<file path="src/rtl/bkg_scroll_ctrl.sv">
// Background horizontal scroll controller: steps scroll_x toward a requested target
// once per frame and produces the registered background ROM address.
module bkg_scroll_ctrl #(
   parameter int SCREEN_W = 640,
   parameter int SCREEN_H = 480,
   parameter int MAP_W    = 2048,
   parameter int ADDR_W   = 20,
   parameter int STEP     = 4
) (
   input  logic              vga_clk,
   input  logic              reset_n,
   input  logic [9:0]        DrawX,
   input  logic [9:0]        DrawY,
   input  logic              scroll_req,
   input  logic [10:0]       scroll_target,
   output logic              scroll_ack,
   output logic              busy,
   output logic              scroll_done,
   output logic [10:0]       scroll_x,
   output logic [ADDR_W-1:0] rom_address
);

   localparam logic [1:0] S_IDLE  = 2'd0;
   localparam logic [1:0] S_ARMED = 2'd1;
   localparam logic [1:0] S_STEP  = 2'd2;

   localparam int               AW1        = ADDR_W + 1;
   localparam logic [10:0]      MAX_SCROLL = 11'(MAP_W - SCREEN_W);
   localparam logic [10:0]      STEP_U     = 11'(STEP);
   localparam logic signed [11:0] STEP_POS = 12'(STEP);
   localparam logic signed [11:0] STEP_NEG = 12'(-STEP);

   logic [1:0]        state_q, state_d;
   logic [10:0]       target_q, target_d;
   logic [10:0]       scroll_x_q, scroll_x_d;
   logic              ack_q, ack_d;
   logic              done_q, done_d;
   logic              corner_q, corner_d;
   logic [ADDR_W-1:0] rom_address_q, rom_address_d;

   logic              at_corner;
   logic              frame_tick;
   logic signed [11:0] diff;
   logic [ADDR_W:0]   addr_sum;

   // The corner may be held for several vga_clk cycles; only its first cycle ticks.
   assign at_corner  = (DrawX == 10'(SCREEN_W - 1)) && (DrawY == 10'(SCREEN_H - 1));
   assign frame_tick = at_corner && !corner_q;

   always_comb begin
      corner_d      = at_corner;
      addr_sum      = AW1'(DrawY) * AW1'(MAP_W) + AW1'(DrawX) + AW1'(scroll_x_q);
      rom_address_d = addr_sum[ADDR_W-1:0];
   end

   always_comb begin
      state_d    = state_q;
      target_d   = target_q;
      scroll_x_d = scroll_x_q;
      ack_d      = 1'b0;
      done_d     = 1'b0;
      diff       = $signed({1'b0, target_q}) - $signed({1'b0, scroll_x_q});
      case (state_q)
         S_IDLE: begin
            if (scroll_req) begin
               target_d = (scroll_target > MAX_SCROLL) ? MAX_SCROLL : scroll_target;
               ack_d    = 1'b1;
               state_d  = S_ARMED;
            end
         end
         S_ARMED: begin
            if (frame_tick) begin
               state_d = S_STEP;
            end
         end
         S_STEP: begin
            if ((diff <= STEP_POS) && (diff >= STEP_NEG)) begin
               scroll_x_d = target_q;
               done_d     = 1'b1;
               state_d    = S_IDLE;
            end else if (diff > 12'sd0) begin
               scroll_x_d = scroll_x_q + STEP_U;
               state_d    = S_ARMED;
            end else begin
               scroll_x_d = scroll_x_q - STEP_U;
               state_d    = S_ARMED;
            end
         end
         default: begin
            state_d = S_IDLE;
         end
      endcase
   end

   always_ff @(posedge vga_clk) begin
      if (!reset_n) begin
         state_q       <= S_IDLE;
         target_q      <= '0;
         scroll_x_q    <= '0;
         ack_q         <= 1'b0;
         done_q        <= 1'b0;
         corner_q      <= 1'b1;
         rom_address_q <= '0;
      end else begin
         state_q       <= state_d;
         target_q      <= target_d;
         scroll_x_q    <= scroll_x_d;
         ack_q         <= ack_d;
         done_q        <= done_d;
         corner_q      <= corner_d;
         rom_address_q <= rom_address_d;
      end
   end

   assign scroll_ack  = ack_q;
   assign scroll_done = done_q;
   assign busy        = (state_q != S_IDLE);
   assign scroll_x    = scroll_x_q;
   assign rom_address = rom_address_q;

endmodule

</file>
<file path="config.mk">
export PLATFORM = sky130hd
export DESIGN_NAME = bkg_scroll_ctrl
export DESIGN_NICKNAME = d
export VERILOG_FILES = /design/src/rtl/bkg_scroll_ctrl.sv
export SDC_FILE = /design/constraint.sdc
export NUM_CORES = 1
export LEC_CHECK = 0
export BUFFER_PORTS_ARGS = -buffer_cell sky130_fd_sc_hd__buf_2
export CAP_MARGIN = 10
export CORE_AREA = 2 2 96 98
export DETAILED_ROUTE_END_ITERATION = 16
export DIE_AREA = 0 0 98 100
export GPL_TIMING_DRIVEN = 0
export SLEW_MARGIN = 20
export SYNTH_ARGS = -nofsm -noshare
export SYNTH_HDL_FRONTEND = slang
export SYNTH_SLANG_ARGS = --single-unit
</file>
<file path="constraint.sdc">
create_clock -name vga_clk -period 8.25 [get_ports vga_clk]
set_clock_uncertainty 0.1 [all_clocks]
set_input_delay 0.825 -clock vga_clk [delete_from_list [all_inputs] [get_ports vga_clk]]
set_output_delay 0.825 -clock vga_clk [all_outputs]
set_load 0.02 [all_outputs]
</file>
==> impl_metrics.yaml <==
flow_run:
  drv_cap: 0
yosys:
  yosysSeqAreaShare_pct: 31.2
  synthArstFlopShare_pct: 0
  synth_commonest_cells: "dfxtp_1 (47), nor2_1 (44), a21oi_1 (33)"
  synth_mux_area_share_pct: 2.32
  ys_warn_count: 0
  synth_top_family_by_area: "simple AND/OR/NAND/NOR gates"
  ys.flop_type: "dfxtp_1"
  synth-edff-count: 0
  yosysTopAreaCell: "dfxtp_1"
  synthXorXnorAreaFrac_pct: 5.81
  netlist_area_mm2: 0.00302
  yosysTopAreaCellShare_pct: 31.2
  synth_nets: 437
  synth_most_common_cell: "dfxtp_1"
  postSynthCellCount: 373
  synthAdderAreaFrac_pct: 12.9
  yosys.area_share.simple_pct: 23.0
  synth_compound_area_share_pct: 20.2
  synthTopCellsByArea: "dfxtp_1 (31%), ha_1 (12%), a21oi_1 (5.5%)"
  ys_ff_latch: 47
  synth_cell_type_count: 50
  syn_avg_cell_area_um2: 8.09
worst_setup_path:
  crit_fanout: 9
  critPathCaptureType: "flip-flop"
  critPathLaunchType: "flip-flop"
  cpMostUsedCell: "a21oi_1"
  critPathRequiredTime_ns: 8.33
  cp.arrival_ns: 4.83
  slowest_delay_ns: 0.54
  path_class: "flip-flop to flip-flop"
  cp_slowest_cell: "a41o_1"
  crit_chain: "inv_1, ha_1, o21ai_0, a21oi_1, o41a_1, or4_1, o311ai_0, a41o_1, ha_1, a21o_1, a21o_1, a21o_1, a21oi_1, o21ai_0, xnor2_1, nor3_1, a21oi_1, a21oi_1"
layout:
  diodes: 0
  syn_to_final_growth_pct: 18.7
  fillers: 921
  drive_gt1_share_pct: 17.4
  nets: 511
  final_cells: 558
  fin_area_mm2: 0.00358
detailed_routing:
  ant_nets: 0
  num_vias: 2854
  wl_um: 8130
  avgRoutedWirePerCell_um: 14.6
  drtIter0Drc: 82
  vias_per_cell: 5.11
  firstDrtPassIters: 4
  drc: 0
global_routing:
  grt_usage_pct: 16.8
  grt_max_degree: 15
  grt_overflow_total: 0
  grt_pass1_vias: 2702
  grt_pass1_wl_um: 13100
  antenna_found_initial: 0
sta:
  final.setup.tns_ns: 0
  finalHoldViolCount: 0
  setup_viol: 0
  fmax_mhz: 210
  rsz0062_at_grt: "false"
  maxSlewHeadroom_pct: 42.5
  finalCritPeriodShare_pct: 57.6
  drv_slew: 0
  worst_slew_pin_slew_ns: 0.862
  layout_min_cycle_time_ns: 4.76
power:
  p_leak_nw: 1.66
  p_per_area_mw_per_mm2: 149
  p_total_mw: 0.535
  ir_drop_mv: 0.0726
status:
  outcome: "complete, no violations"
die:
  die_w_um: 98
  start_util_pct: 33.9
  io_pins: 68
  core_area_mm2: 0.00889
  die_height_um: 100
  num_rows: 35
  die_area_mm2: 0.00980
clocking:
  postCtsResizedCells: 0
  insertion_delay_ns: 0.30
  cts_made_buffers: 5
  postCtsHoldBufs: 0
  clk_pin_slew_ns: 0.09
  cts.path.max_buffers: 2
  clkSinkCount: 47
  cts_tree: "done"
  post_cts_buffers: 0
  cts-root-buf: "clkbuf_8"
  htree_levels: 2
placed_design:
  dpl-instance-area_mm2: 0.00349
  dp_hpwl_um: 6620
  gp_congestion: 0.875
  portBuffers: 67
  placed_cells: 551
min_path:
  hp-class: "flip-flop to flip-flop"
## worst max-delay path, delay by kind of cell, from the launching register on
family          cells  cell delay, ns
flops               1            0.49
fa+ha+maj           2            0.66
xor+xnor            1            0.16
buf+inv             1            0.10
simple gates        2            0.48
compound gates     12            2.63
## placed cells by master, fill, tap and decap left out, types with 2 or more instances in the layout
cell,count
a211oi_1,2
o21bai_1,2
o21ai_0,22
a21o_1,9
nand2b_1,3
buf_2,68
clkbuf_1,8
o2111ai_1,2
or4_1,3
dfxtp_1,47
and3_1,4
a21oi_1,33
o22ai_1,2
nand3b_1,2
nor2b_1,7
ha_1,28
and2_1,7
clkbuf_8,6
or3_1,4
nor4_1,4
xor2_1,5
o21a_1,4
nand2_1,20
xnor2_1,15
nor2_1,44
nor3_1,16
mux2i_1,7
a22oi_1,8
inv_1,27
nor4b_1,2
a31oi_1,3
nand4_1,5
nand3_1,8
fa_1,2
## logic make-up (layout without fill, tap and decap cells)
family,after synthesis,after routing
buf+inv,36,110
flops,47,47
compound gates,98,98
xor+xnor,20,20
fa+ha+maj,30,30
simple gates,135,135
mux,7,7
## report_power, final
| group | leakage, nW | internal [mW] | switching [mW] |
|---|---|---|---|
| clock | 0.0477 | 0.0676 | 0.0811 |
| sequential | 0.386 | 0.236 | 0.00479 |
| combinational | 1.22 | 0.0606 | 0.0851 |
| total | 1.66 | 0.364 | 0.171 |
## state kept, by name, indices dropped and copies added, names as in the netlist
signal and count:
rom_address 20, scroll_x 11, target_q 11, state_q 2
corner_q 1, scroll_ack 1, scroll_done 1
## through the flow
stage / hold WS [ns] / utilization [%] / setup WS (ns)
after global placement: 0.309 / 39.3 / 3.57
after CTS: 0.331 / 40.3 / 3.50
after detailed placement: 0.320 / 39.3 / 3.55
final: 0.325 / 40.3 / 3.49
after floorplan: 0.297 / - / 3.91
after global routing: 0.356 / 40.3 / 3.16
## layer usage
metal	vias to the layer above	wire, µm	global-route usage [%]
met5	-	0	0
met4	0	81	3.31
met3	6	454	4.04
met2	75	3690	28.5
met1	1286	3910	22.0
li1	1487	-	-
## final cells by class
| type | count | area [µm²] | area share [%] |
|---|---|---|---|
| clock inverters | 1 | 8.76 | 0.244 |
| repair buffers | 67 | 335 | 9.36 |
| inverters | 27 | 101 | 2.83 |
| multi-input cells | 290 | 1940 | 54.1 |
| well taps | 111 | 139 | 3.88 |
| flip-flops and latches | 47 | 941 | 26.3 |
| clock buffers | 6 | 82.6 | 2.31 |
| plain buffers | 9 | 35.0 | 0.978 |
## final timing paths
path,from,to,slack [ns],cells after the start
setup / recovery,scroll_x[2],scroll_x[9],3.49,18
setup reg to reg,scroll_x[2],scroll_x[9],3.49,18
hold / removal,corner_q,state_q[1],0.33,1
hold reg to reg,corner_q,state_q[1],0.33,1
(Power assumes the default switching activity.)
